`src/rtl/slave_port_pkg.sv`:
```
// Shared serial-bus definitions for the slave port: FSM encoding, mode codes
// common with the master port, and a small sizing helper.
package slave_port_pkg;

  typedef enum logic [2:0] {
    S_IDLE  = 3'd0,
    S_ADDR  = 3'd1,
    S_WDATA = 3'd2,
    S_MEMWR = 3'd3,
    S_MEMRD = 3'd4,
    S_RWAIT = 3'd5,
    S_RDATA = 3'd6
  } sp_state_t;

  // Slave-select bits, decoded upstream of this block.
  localparam int SLAVE_ADDR_WIDTH = 4;

  localparam logic MODE_READ  = 1'b0;
  localparam logic MODE_WRITE = 1'b1;

  function automatic int max_int(input int a, input int b);
    return (a > b) ? a : b;
  endfunction

endpackage

```
`src/rtl/slave_port.sv`:
```
// Serial-bus slave responder: deserializes address/write data LSB first,
// drives the slave memory, and serializes read data back with a valid strobe.
module slave_port
  import slave_port_pkg::*;
#(
  parameter int ADDR_WIDTH = 12,
  parameter int DATA_WIDTH = 8
) (
  input  logic                  clk,
  input  logic                  rst,
  input  logic                  swdata,
  input  logic                  smode,
  input  logic                  mvalid,
  output logic                  srdata,
  output logic                  svalid,
  output logic [ADDR_WIDTH-1:0] smemaddr,
  output logic [DATA_WIDTH-1:0] smemwdata,
  output logic                  smemwen,
  output logic                  smemren,
  input  logic [DATA_WIDTH-1:0] smemrdata,
  input  logic                  smemrvalid,
  output logic                  sbusy
);

  localparam int CNT_W = $clog2(max_int(ADDR_WIDTH, DATA_WIDTH) + 1);
  localparam logic [CNT_W-1:0] ADDR_LAST = CNT_W'(ADDR_WIDTH - 1);
  localparam logic [CNT_W-1:0] DATA_LAST = CNT_W'(DATA_WIDTH - 1);
  localparam logic [CNT_W-1:0] CNT_ONE   = CNT_W'(1);

  sp_state_t             state_q;
  logic [CNT_W-1:0]      cnt_q;
  logic                  mode_q;
  logic [ADDR_WIDTH-1:0] addr_q;
  logic [DATA_WIDTH-1:0] wdata_q;
  logic [DATA_WIDTH-1:0] rdata_q;
  logic                  srdata_q;
  logic                  svalid_q;
  logic                  wen_q;
  logic                  ren_q;
  logic                  busy_q;

  logic [ADDR_WIDTH-1:0] addr_d;
  logic [DATA_WIDTH-1:0] wdata_d;
  logic [DATA_WIDTH-1:0] rdata_d;

  // Bits enter at the MSB and walk down, so after a full word the first
  // (LSB) bit received sits at position 0.
  always_comb begin
    addr_d                 = addr_q >> 1;
    addr_d[ADDR_WIDTH-1]   = swdata;
    wdata_d                = wdata_q >> 1;
    wdata_d[DATA_WIDTH-1]  = swdata;
    rdata_d                = rdata_q >> 1;
  end

  always_ff @(posedge clk or posedge rst) begin
    if (rst) begin
      state_q  <= S_IDLE;
      cnt_q    <= '0;
      mode_q   <= MODE_READ;
      addr_q   <= '0;
      wdata_q  <= '0;
      rdata_q  <= '0;
      srdata_q <= 1'b0;
      svalid_q <= 1'b0;
      wen_q    <= 1'b0;
      ren_q    <= 1'b0;
      busy_q   <= 1'b0;
    end else begin
      wen_q <= 1'b0;
      ren_q <= 1'b0;
      case (state_q)
        S_IDLE: begin
          if (mvalid) begin
            addr_q <= addr_d;
            mode_q <= smode;
            busy_q <= 1'b1;
            if (ADDR_WIDTH == 1) begin
              cnt_q <= '0;
              if (smode == MODE_WRITE) begin
                state_q <= S_WDATA;
              end else begin
                state_q <= S_MEMRD;
                ren_q   <= 1'b1;
              end
            end else begin
              cnt_q   <= CNT_ONE;
              state_q <= S_ADDR;
            end
          end
        end

        S_ADDR: begin
          if (!mvalid) begin
            state_q <= S_IDLE;
            cnt_q   <= '0;
            busy_q  <= 1'b0;
          end else begin
            addr_q <= addr_d;
            if (cnt_q == ADDR_LAST) begin
              cnt_q <= '0;
              if (mode_q == MODE_WRITE) begin
                state_q <= S_WDATA;
              end else begin
                state_q <= S_MEMRD;
                ren_q   <= 1'b1;
              end
            end else begin
              cnt_q <= cnt_q + CNT_ONE;
            end
          end
        end

        S_WDATA: begin
          if (!mvalid) begin
            state_q <= S_IDLE;
            cnt_q   <= '0;
            busy_q  <= 1'b0;
          end else begin
            wdata_q <= wdata_d;
            if (cnt_q == DATA_LAST) begin
              cnt_q   <= '0;
              state_q <= S_MEMWR;
              wen_q   <= 1'b1;
            end else begin
              cnt_q <= cnt_q + CNT_ONE;
            end
          end
        end

        S_MEMWR: begin
          state_q <= S_IDLE;
          busy_q  <= 1'b0;
        end

        S_MEMRD: begin
          state_q <= S_RWAIT;
        end

        S_RWAIT: begin
          if (smemrvalid) begin
            rdata_q  <= smemrdata;
            srdata_q <= smemrdata[0];
            svalid_q <= 1'b1;
            cnt_q    <= '0;
            state_q  <= S_RDATA;
          end
        end

        S_RDATA: begin
          if (cnt_q == DATA_LAST) begin
            srdata_q <= 1'b0;
            svalid_q <= 1'b0;
            cnt_q    <= '0;
            state_q  <= S_IDLE;
            busy_q   <= 1'b0;
          end else begin
            rdata_q  <= rdata_d;
            srdata_q <= rdata_d[0];
            cnt_q    <= cnt_q + CNT_ONE;
          end
        end

        default: begin
          state_q  <= S_IDLE;
          cnt_q    <= '0;
          srdata_q <= 1'b0;
          svalid_q <= 1'b0;
          busy_q   <= 1'b0;
        end
      endcase
    end
  end

  assign srdata    = srdata_q;
  assign svalid    = svalid_q;
  assign smemaddr  = addr_q;
  assign smemwdata = wdata_q;
  assign smemwen   = wen_q;
  assign smemren   = ren_q;
  assign sbusy     = busy_q;

endmodule

```
`config.mk`:
```
export PLATFORM = sky130hd
export DESIGN_NAME = slave_port
export DESIGN_NICKNAME = d
export VERILOG_FILES = /design/src/rtl/slave_port_pkg.sv /design/src/rtl/slave_port.sv
export SDC_FILE = /design/constraint.sdc
export NUM_CORES = 1
export LEC_CHECK = 0
export ABC_AREA = 0
export CAP_MARGIN = 40
export CORE_MARGIN = 2
export CORE_UTILIZATION = 50
export CTS_CLUSTER_DIAMETER = 200
export CTS_CLUSTER_SIZE = 14
export DETAILED_ROUTE_END_ITERATION = 6
export PLACE_DENSITY = 0.81
export REMOVE_ABC_BUFFERS = 1
export SKIP_CTS_REPAIR_TIMING = 1
export SYNTH_ARGS = -nofsm -noshare
export SYNTH_HDL_FRONTEND = slang
export SYNTH_SLANG_ARGS = --single-unit
export TNS_END_PERCENT = 1
```
`constraint.sdc`:
```
create_clock -name clk -period 2 [get_ports clk]
set_input_delay 0.4 -clock clk [delete_from_list [all_inputs] [get_ports clk]]
set_output_delay 0.4 -clock clk [all_outputs]
set_load 0.02 [all_outputs]
```
# Yosys cells after proc, flatten, opt, wreduce, memory -nomap -nowiden
# Index checks and enable logic that the tools add are counted.
[totals]
register_bits = 41
in_bits = 14
out_inout_bits = 25
wordCells = 81
[classes]
n_addsub = 1
eq_ne = 15
muxes = 35
bitwise = 3
reduce_logical = 16
[op_table]
columns = ["operator", "n"]
rows = [
  ["$mux 3", 8],
  ["$mux 4", 6],
  ["$pmux 4 s6", 1],
  ["$pmux 3 s6", 1],
  ["$mux 8", 2],
  ["$pmux 8 s2", 1],
  ["$mux 1", 13],
  ["$ne 2x2->1 const B", 5],
  ["$eq 3x3->1 const B", 3],
  ["$reduce_and 3->1", 3],
  ["$reduce_and 2->1", 4],
  ["$reduce_or 2->1", 4],
  ["$eq 3x2->1 const B", 2],
  ["$ne 3x3->1 const B", 2],
  ["$pmux 1 s3", 2],
  ["$reduce_and 5->1", 1],
  ["$reduce_or 5->1", 1],
  ["$add 4x1->4 const B", 1],
  ["$eq 4x3->1 const B", 1],
  ["$eq 4x4->1 const B", 1],
  ["$pmux 1 s4", 1],
  ["$reduce_and 4->1", 1],
  ["$eq 3x1->1 const B", 1],
  ["$logic_not 3->1", 1],
  ["other kinds (2)", 4],
]

# Logic depth before layout (Yosys ltp)
# Gate-level depths: netlist of run 1.
[depth]
ltp_word = 4
depth_mapped = 5
depth_no_buf = 5

# Worst setup path before layout of run 1
# OpenSTA, ideal clock, no wires.
[synth_path]
kind = "register to register"
start = "register cnt_q[0]"
end = "register cnt_q[3]"
setup_ns = 0.065
arrival_time_ns = 1.471
required_ns = 1.935
setup_slack_ns = 0.465
path_stages_with_launch = 6
n_path_buf = 0
period_less_slack_ns = 1.535
cell_sequence = "dfrtp_1 ha_1 and3b_4 o32a_1 nor3_1 a211o_1"
[synth_between]
elab_chain_cells = 4
elab_cells_between_ends = 8
cone_classes = "add/sub: 1; eq/ne: 2; mux: 5"
[synth_rtl]
columns = ["element", "line", "source"]
rows = [
  ["start, declared", "slave_port.sv:31", "logic [CNT_W-1:0] cnt_q;"],
  ["start signal, assigned", "slave_port.sv:109", "cnt_q <= cnt_q + CNT_ONE;"],
  ["start signal, assigned", "slave_port.sv:126", "cnt_q <= cnt_q + CNT_ONE;"],
  ["start signal, assigned", "slave_port.sv:160", "cnt_q <= cnt_q + CNT_ONE;"],
  ["$add 4x1->4, or another cell as far along", "slave_port.sv:109, slave_port.sv:126, slave_port.sv:160", ""],
  ["$mux 4 (on tied branches)", "slave_port.sv:121, slave_port.sv:151, slave_port.sv:100", ""],
  ["$mux 4 (on tied branches)", "slave_port.sv:115, slave_port.sv:94", ""],
  ["$pmux 4 s6 (*)", "slave_port.sv:72", "case (state_q)"],
]
# Mark *: on every way between the ends. The rest lies on a longest branch, timed or not.
# A chain may end at the register's enable or synchronous reset.

# Worst setup path after layout of run 1
# Ends and elaborated chain as after synthesis.

==> summary.md, run 1 <==
| Metric | Value |
|---|---|
| Status | `finished clean` |
| Die W | `roughly 65 um` |
| GRT Total Usage | `between 10% and 20%` |
| Final period util | `85.3%` |
| CP startpoint | `cnt_q[0]` |
| Period minus WS final | `between 1.5 and 2 ns` |
| CP required | `~2.2 ns` |
| Setup Skew | `between 0.008 and 0.009 ns` |
| GR Overflow Total | `0` |
| Ys flop type | `dfrtp_1` |
| GR peak layer | `met2` |
| Final Max Tran Viols | `0` |
| Clk sinks | `40` |
| Clock-pin slew on the worst setup and hold paths | `0.07 ns` |
| FF/Latch Area | `between 0.001 and 0.0015 mm2` |
| R2R depth | `5` |
| Worst path slowest cell | `o32a_1` |
| Critical path fanouts, max | `6` |
| CP arrival | `a little under 2 ns` |
| Met3 track demand over resource | `~5.5%` |
| Adder-cell area share of the yosys netlist | `less than 1%` |
| DP HPWL | `approximately 2500 um` |
| # fillers | `approximately 290` |
| Worst setup SP type | `flip-flop` |
| Commonest non-fill, non-tap cell in the layout | `dfrtp_1` |
| RSZ-0062 raised after global routing | `no` |
| Slowest Stage Delay on Critical Path | `0.42 ns` |
| Routing usage on met1 | `about a fifth` |
| Rows | `22` |
| CTS tree | `done` |
| Final Wtd Congestion | `approximately 0.77` |
| Routed Antenna Nets | `0` |
| P per Cell Area | `1420 mW/mm2` |
| Largest family of logic cells by synthesized area | `multiplexers` |
| Number of synthesized register bits | `40` |
| Final WL | `approximately 3500 um` |
| Worst Path Class, Setup | `flip-flop to flip-flop` |
| Post-synth EDFFs | `0` |
| Pleak | `1.08 nW` |
| Min-Delay Path Class | `flip-flop to flip-flop` |
| CORE AREA | `roughly 0.0036 mm2` |
| Peak VDD IR | `approximately 0.77 mV` |
| DRC Markers | `0` |
| Delay-heaviest family, CP | `compound AO/OA/AOI/OAI gates` |
| Num CTS Buffers | `5` |
| Most frequent cells in the layout | `dfrtp_1, clkdlybuf4s50_1, mux2_1` |
| Fraction of synthesized area in multiplexers | `between 10% and 20%` |
| Fraction of layout instances using a drive strength above 1 | `14.9%` |
| Root Driver | `clkbuf_8` |
| Input/output buffers | `38` |
| Drt pass-1 iters | `3` |
| Die Area | `between 0.004 and 0.005 mm2` |
| Area occupied by multi-input gates | `between 800 and 900 um2` |
| Die Span Y | `~65 um` |
| Warnings from Yosys | `0` |
| Final Hold Vio Count | `0` |
| Htree depth | `2` |
| Buf+Inv Stages, Crit Path | `0` |
| Number of max-cap violations | `0` |
| Crit path cell chain | `ha_1 -> and3b_4 -> o32a_1 -> nor3_1 -> a211o_1` |
| R2r endpoint | `cnt_q[3]` |
| WL per Instance | `roughly 15 um` |
| Clock Path Buffers | `2` |
| # setup viols final | `0` |
| Setup TNS | `0 ns` |
| Slew margin rel. | `64.5%` |
| Met2 track demand over resource | `between 30% and 40%` |
| Setup crit end | `cnt_q[3]` |
| First-pass GRT wire length | `5980 um` |
| Peak Freq | `586 MHz` |
| Vias post-DR | `approximately 1200` |
| Syn Inst Count | `143` |
| Pin slew with the least headroom to its limit | `about 0.53 ns` |
| Post-synthesis sequential area ratio | `a little over half` |
| CP Capture Type | `flip-flop` |
| Hold slack | `0.501 ns` |
| Final #Nets | `about 200` |
| Largest net degree at the start of global routing | `about 40` |
| XOR/XNOR share of the synthesized area | `0%` |
| Starting Density | `between 50% and 60%` |
| Reg-to-reg startpoint | `cnt_q[0]` |
| Initial antenna violation count | `0` |
| Ant diodes | `0` |
| Levels on crit path | `5` |
| Iter 0 DRT Violations | `49` |
| Via-per-instance ratio | `around 5.3` |
| Compound-cell area share of the yosys netlist | `slightly below 9%` |
| Simple-gate portion of the synthesized area | `14.1%` |
| Post-synthesis area per instance | `about 13 um2` |
| Layout overhead on the synthesized area | `26.7%` |
| Worst reg2reg setup slack | `around 0.29 ns` |
| Vias in the first global route | `approximately 1300` |
| Synthesized cell area | `0.00189 mm2` |
| Distinct cells, synth | `slightly above 40` |
| Clock Latency Late Sink | `0.29 ns` |
| # IOs | `39` |
| Async set-reset flop share out of synthesis | `100%` |
sequential cells by signal, indices dropped and copies added (netlist names):
| signal | flops |
|---|---|
| cnt_q | 4 |
| mode_q | 1 |
| rdata_q | 7 |
| sbusy | 1 |
| smemaddr | 12 |
| smemren | 1 |
| smemwdata | 8 |
| smemwen | 1 |
| srdata | 1 |
| state_q | 3 |
| svalid | 1 |
synth_stat cells (2+ instances only):
cell type / count / share of area, %
a21oi_1: 7 / 1.9
a22oi_1: 2 / 0.80
and3b_1: 2 / 0.93
and3b_4: 2 / 1.3
buf_6: 2 / 1.2
clkbuf_8: 2 / 1.5
dfrtp_1: 40 / 53
inv_1: 4 / 0.80
mux2_1: 27 / 16
mux2_2: 6 / 3.6
nand2_1: 7 / 1.4
nand2b_1: 2 / 0.66
nor2_1: 7 / 1.4
nor3_1: 2 / 0.53
o21ai_0: 4 / 1.1
o21ai_1: 2 / 0.53
cell type report:
| cell class | instances | area share [%] |
|---|---|---|
| timing repair buffer | 43 | 17.5 |
| tap | 48 | 2.51 |
| inverter | 4 | 0.628 |
| clock buffer | 5 | 2.88 |
| sequential | 40 | 41.9 |
| clock inverter | 2 | 0.523 |
| multi-input combinational | 94 | 34.1 |
cell families after synthesis:
| logic type | count (synthesis) |
|---|---|
| DFF | 40 |
| AOI/OAI and AO/OA | 24 |
| and+or+nand+nor | 36 |
| buffers and inverters | 9 |
| adders and majority gates | 1 |
| muxes | 33 |
metal layers:
layer / vias up / wire [um]
met5: - / 0
met4: 0 / 53
met3: 6 / 152
met2: 24 / 1830
met1: 608 / 1450
li1: 602 / -
power breakdown:
group | switching, mW | internal (mW) | leakage, nW | total [mW]
Clock | 0.265 | 0.236 | 0.0400 | 0.501
Sequential | 0.282 | 1.13 | 0.500 | 1.42
Combinational | 0.698 | 0.790 | 0.537 | 1.49
how the worst min path moves through the flow:
stage / from / to / slack [ns] / cells after the start
global placement: smemaddr[0] / smemaddr[0] / 0.47 / 1
floorplan: rdata_q[7] / rdata_q[7] / 0.46 / 1
detailed placement: smemwdata[0] / smemwdata[0] / 0.48 / 1
CTS: smemwdata[0] / smemwdata[0] / 0.50 / 1
finish: smemwdata[0] / smemwdata[0] / 0.50 / 1
global route: smemwdata[0] / smemwdata[0] / 0.50 / 1
through the flow:
stage | setup slack (ns) | total power, mW | std cells | cell area, um2 | util (%)
6_report | 0.295 | 3.41 | 236 | 2390 | 65.8
3_3_place_gp | 0.108 | 2.85 | 229 | 2310 | 63.6
5_1_grt | 0.201 | 3.64 | 236 | 2390 | 65.8
3_5_place_dp | 0.0358 | 2.94 | 229 | 2310 | 63.6
2_1_floorplan | 0.434 | 2.27 | 138 | 1830 | -
4_1_cts | 0.287 | 3.46 | 236 | 2390 | 65.8
worst register-to-register path: cells and delay by family, from the launching register on:
kind	cells	cell delay, ns
adders and majority gates	1	0.25
AOI/OAI and AO/OA	2	0.55
and+or+nand+nor	2	0.45
DFF	1	0.41
Note: power is estimated with default switching activity, not from simulation.
==> run 2, diff against run 1 <==
CORE_MARGIN = 3   (was 2)
MAX_ROUTING_LAYER = met4   (was default)
==> summary.md, run 2 (same netlist as run 1, synthesis figures left out) <==
| Metric | Value |
|---|---|
| Layout overhead on the synthesized area | `27.1%` |
| Rows | `21 (-4.5%)` |
| Clock-pin slew on the worst setup and hold paths | `0.07 ns (about the same)` |
| CP arrival | `1.91 ns (-0.02 ns)` |
| Max FFs per register | `12 (unchanged)` |
| First-pass GRT wire length | `5820 um (-2.7%)` |
| Die Area | `0.00455 mm2 (+6.2%)` |
| Core Util, Final | `68.6% (+2.8 points)` |
| Status | `finished clean` |
| # IOs | `39 (unchanged)` |
| Hold slack | `0.496 ns (-0.00428 ns)` |
| Period minus WS final | `1.74 ns (+0.0340 ns)` |
| Min-Delay Path Class | `flip-flop to flip-flop` |
| Critical path fanouts, max | `13 (+7)` |
| Routed Antenna Nets | `0 (unchanged)` |
| Min-delay src | `rdata_q[7]` |
| Pre-CTS WS | `0.0512 ns (+0.0154 ns)` |
| Final Hold Vio Count | `0 (unchanged)` |
| Largest net degree at the start of global routing | `41 (unchanged)` |
| Drt pass-1 iters | `4 (+1)` |
| Final setup margin | `0.261 ns (-0.0340 ns)` |
| Vias in the first global route | `1249 (-7.1%)` |
| Reg-to-reg startpoint | `state_q[1]` |
| Via-per-instance ratio | `5.42 (+3.1%)` |
| Vias post-DR | `1268 (+2.3%)` |
| Final Max Tran Viols | `0 (unchanged)` |
| WHS Path Cells | `1 (unchanged)` |
| Die Span Y | `67.4 um (+3.1%)` |
| Area occupied by multi-input gates | `816 um2 (unchanged)` |
| DP HPWL | `2560 um (+0.95%)` |
| Initial antenna violation count | `0 (unchanged)` |
| Number of max-cap violations | `0 (unchanged)` |
| Htree depth | `2 (unchanged)` |
| CP Capture Type | `flip-flop` |
| R2r endpoint | `rdata_q[5]` |
| DRC Markers | `0 (unchanged)` |
| Starting Density | `54.0% (+2.1 points)` |
| Setup Skew | `0.00892 ns (+0.000216 ns)` |
| Ant diodes | `0 (unchanged)` |
| Final WL | `3600 um (+3.3%)` |
| CP required | `2.18 ns (-0.05 ns)` |
| Pleak | `1.08 nW (-0.10%)` |
| Worst reg2reg setup slack | `0.26 ns (-0.03 ns)` |
| Final Wtd Congestion | `0.803 (+3.7%)` |
| Peak Freq | `575 MHz (-2.0%)` |
| R2R depth | `3 (-2)` |
| Fin cells | `234 (-0.85%)` |
| CORE AREA | `0.00349 mm2 (-3.8%)` |
| Final period util | `87.0% (+1.7 points)` |
| Fraction of layout instances using a drive strength above 1 | `14.9% (unchanged)` |
| GR Overflow Total | `0 (unchanged)` |
| Setup TNS | `0 ns (unchanged)` |
| Clock Latency Late Sink | `0.30 ns (about the same)` |
| WL per Instance | `15.4 um (+4.2%)` |
| Most frequent cells in the layout | `dfrtp_1, clkdlybuf4s50_1, mux2_1` |
| Clock Path Buffers | `2 (unchanged)` |
| FF/Latch Area | `0.00100 mm2 (unchanged)` |
| Placed Cells | `226 (-1.3%)` |
| Die W | `67.4 um (+3.1%)` |
| Clk sinks | `40 (unchanged)` |
| Slew margin rel. | `62.8% (-1.7 points)` |
| CTS tree | `done` |
| Pin slew with the least headroom to its limit | `0.558 ns (+0.0260 ns)` |
| Hold Path Sink | `rdata_q[7]` |
| Root Driver | `clkbuf_8` |
| Worst setup SP type | `flip-flop` |
| Final #Nets | `202 (-0.49%)` |
| # setup viols final | `0 (unchanged)` |
| CP startpoint | `state_q[1]` |
| Worst Path Class, Setup | `flip-flop to flip-flop` |
| Num CTS Buffers | `5 (unchanged)` |
| GRT Total Usage | `17.8% (-0.87 points)` |
| P per Cell Area | `1440 mW/mm2 (+1.2%)` |
| Commonest non-fill, non-tap cell in the layout | `dfrtp_1` |
| Input/output buffers | `38 (unchanged)` |
| Peak VDD IR | `0.930 mV (+20%)` |
| Iter 0 DRT Violations | `90 (+84%)` |
| # fillers | `249 (-14%)` |
| RSZ-0062 raised after global routing | `no` |
==> run 2: cell count changes in the layout (fill, tap and decap cells not counted) <==
cell and delta:
clkbuf_8 +1, buf_4 -1, clkinv_2 -1, clkinvlp_4 +1
==> run 2: power by group <==
group	internal (mW)	switching, mW
clock	0.279	0.279
sequential	1.13	0.285
combinational	0.777	0.702
==> run 2: how the worst max path moves through the flow <==
stage / endpoint / slack, ns
global placement: smemaddr[4] / 0.1
finish: rdata_q[5] / 0.26
detailed placement: smemaddr[1] / 0.05
global route: cnt_q[2] / 0.20
CTS: rdata_q[5] / 0.27
floorplan: rdata_q[1] / 0.43
==> run 2: through the flow <==
step	area [um2]	power (mW)
2_1_floorplan	1830	2.27
3_3_place_gp	2300	2.83
3_5_place_dp	2300	2.92
4_1_cts	2400	3.48
5_1_grt	2400	3.67
6_report	2400	3.46
==> run 2: critical path, cell delays in order (launching register included) <==
cell and delay (ns):
dfrtp_1 0.70, and3b_4 0.30, o21ai_4 0.24, mux2_2 0.38
==> run 2: final cells by class <==
| class | instances | area share (%) |
|---|---|---|
| Tap cell | 46 | 2.40 |
| Multi-Input combinational cell | 94 | 34.0 |
| Clock buffer | 6 | 3.44 |
| Timing Repair Buffer | 42 | 17.1 |
| Clock inverter | 2 | 0.626 |
| Sequential cell | 40 | 41.8 |
| Inverter | 4 | 0.626 |
==> run 2: layer usage <==
layer / global-route usage (%) / routed length, um / up-vias
met2: 29.1 / 1820 / 30
li1: - / - / 603
met1: 21.4 / 1600 / 626
met5: - / 0 / -
met4: 5.82 / 42 / 0
met3: 4.99 / 142 / 9
==> run 3, diff against run 2 <==
CELL_PAD_IN_SITES_DETAIL_PLACEMENT = 0   (was default)
CELL_PAD_IN_SITES_GLOBAL_PLACEMENT = 1   (was default)
CORE_UTILIZATION = 40   (was 50)
==> summary.md, run 3 (same netlist as run 1, synthesis figures left out) <==
| Metric | Value |
|---|---|
| Fraction of layout instances using a drive strength above 1 | `15.3% (+0.45 points)` |
| Highest metal used | `met4` |
| # fillers | `399 (+60%)` |
| Crit path cell chain | `ha_1 -> and3b_4 -> nor2_2 -> o21ai_4 -> mux2_2` |
| P per Cell Area | `1460 mW/mm2 (+1.1%)` |
| Drt pass-1 iters | `4 (unchanged)` |
| Slew margin rel. | `66.8% (+4.0 points)` |
| Final Wtd Congestion | `0.847 (+5.5%)` |
| Pre-CTS WS | `0.0372 ns (-0.0140 ns)` |
| Vias post-DR | `1246 (-1.7%)` |
| Clock Path Buffers | `2 (unchanged)` |
| DR WL met3 | `149 um (+4.9%)` |
| Area occupied by multi-input gates | `816 um2 (unchanged)` |
| Final WL | `3390 um (-5.8%)` |
| Largest net degree at the start of global routing | `41 (unchanged)` |
| Period minus WS final | `1.70 ns (-0.0394 ns)` |
| Final setup margin | `0.300 ns (+0.0394 ns)` |
| Peak Freq | `588 MHz (+2.3%)` |
| Vias in the first global route | `1269 (+1.6%)` |
| Number of max-cap violations | `0 (unchanged)` |
| Most frequent cells in the layout | `dfrtp_1, clkdlybuf4s50_1, mux2_1` |
| Buf+Inv Stages, Crit Path | `0 (unchanged)` |
| Fin cells | `241 (+3.0%)` |
| Max FFs per register | `12 (unchanged)` |
| Clock-pin slew on the worst setup and hold paths | `0.08 ns (about the same)` |
| Internal | `2.29 mW (+4.8%)` |
| Hold slack | `0.488 ns (-0.00851 ns)` |
| CP arrival | `1.87 ns (-0.04 ns)` |
| Clk sinks | `40 (unchanged)` |
| CORE AREA | `0.00444 mm2 (+27%)` |
| Htree depth | `2 (unchanged)` |
| Worst Path Class, Setup | `flip-flop to flip-flop` |
| Initial antenna violation count | `0 (unchanged)` |
| Delay-heaviest family, CP | `flip-flops` |
| Input/output buffers | `38 (unchanged)` |
| First-pass GRT wire length | `5800 um (-0.24%)` |
| Peak VDD IR | `0.591 mV (-36%)` |
| Root Driver | `clkbuf_8` |
| Placed Cells | `233 (+3.1%)` |
| DRC Markers | `0 (unchanged)` |
| Commonest non-fill, non-tap cell in the layout | `dfrtp_1` |
| Clock Latency Late Sink | `0.29 ns (about the same)` |
| Seq pwr share | `39.7% (-1.4 points)` |
| Worst path slowest cell | `dfrtp_1` |
| Combinational share of power | `42.1% (-0.7 points)` |
| Pin slew with the least headroom to its limit | `0.498 ns (-0.0601 ns)` |
| Met1 Wirelength | `1540 um (-3.8%)` |
| Die Area | `0.00558 mm2 (+23%)` |
| Min-Delay Path Class | `flip-flop to flip-flop` |
| WL per Instance | `14.1 um (-8.5%)` |
| Layout overhead on the synthesized area | `28.6%` |
| Num CTS Buffers | `5 (unchanged)` |
| DP HPWL | `2540 um (-0.94%)` |
| Slowest Stage Delay on Critical Path | `0.40 ns (-0.30 ns)` |
| Die Span Y | `74.7 um (+11%)` |
| Final Hold Vio Count | `0 (unchanged)` |
| RSZ-0062 raised after global routing | `no` |
| Routed Antenna Nets | `0 (unchanged)` |
| Final period util | `85.0% (-2.0 points)` |
| Pleak | `1.09 nW (+1.4%)` |
| Final #Nets | `203 (+0.50%)` |
| CTS tree | `done` |
| # setup viols final | `0 (unchanged)` |
| Final Max Tran Viols | `0 (unchanged)` |
| Die W | `74.7 um (+11%)` |
| Via-per-instance ratio | `5.17 (-4.6%)` |
| GR Overflow Total | `0 (unchanged)` |
| Setup Skew | `0.00362 ns (-0.00529 ns)` |
| Worst setup SP type | `flip-flop` |
| Clk network pwr share | `18.2% (+2.1 points)` |
| Sw frac | `35.1% (-1.5 points)` |
| CP Capture Type | `flip-flop` |
| # IOs | `39 (unchanged)` |
| Iter 0 DRT Violations | `59 (-34%)` |
| Rows | `24 (+14%)` |
| Switch Pwr | `1.24 mW (-1.9%)` |
| Starting Density | `42.5% (-12 points)` |
| GRT Total Usage | `14.2% (-3.7 points)` |
| FF/Latch Area | `0.00100 mm2 (unchanged)` |
| Status | `finished clean` |
| Met2 WL | `1650 um (-9.4%)` |
| Ant diodes | `0 (unchanged)` |
| Setup TNS | `0 ns (unchanged)` |
| CP required | `2.17 ns (about the same)` |
| Critical path fanouts, max | `7 (-6)` |
| Pwr Total | `3.54 mW (+2.3%)` |
## run 3: final cells by class
cell class,instances,share of cell area (%)
Clock inverter,3,1.75
Multi-Input combinational cell,94,33.6
Sequential cell,40,41.3
Timing Repair Buffer,43,17.2
Tap cell,52,2.68
Inverter,4,0.619
Clock buffer,5,2.84
## run 3: routing by layer
layer / vias to the layer above / global-route usage (%)
met5: - / -
met4: 0 / 5.93
met3: 4 / 3.60
met2: 29 / 22.8
met1: 606 / 17.0
li1: 607 / -
## run 3: worst paths after layout
path | from | to | cells after the start | slack [ns]
max in group asynchronous | rst | smemwdata[2] | 3 | 1.13
max reg2reg | cnt_q[0] | rdata_q[3] | 5 | 0.30
min | smemwdata[0] | smemwdata[0] | 1 | 0.49
min reg2reg | smemwdata[0] | smemwdata[0] | 1 | 0.49
max | cnt_q[0] | rdata_q[3] | 5 | 0.30
min in group asynchronous | rst | state_q[2] | 3 | 0.54
## run 3: stage by stage
step                area [um2]  utilization (%)
global route              2430             54.6
detailed placement        2310             52.1
floorplan                 1830                -
CTS                       2430             54.6
finish                    2430             54.6
global placement          2310             52.1
## run 3: power groups by stage
stage | Combinational (mW) | Sequential [mW] | Clock [mW]
CTS | 1.51 | 1.41 | 0.667
global placement | 1.46 | 1.40 | 0
detailed placement | 1.51 | 1.43 | 0
floorplan | 0.651 | 1.62 | 0
finish | 1.49 | 1.40 | 0.644
global route | 1.62 | 1.46 | 0.703
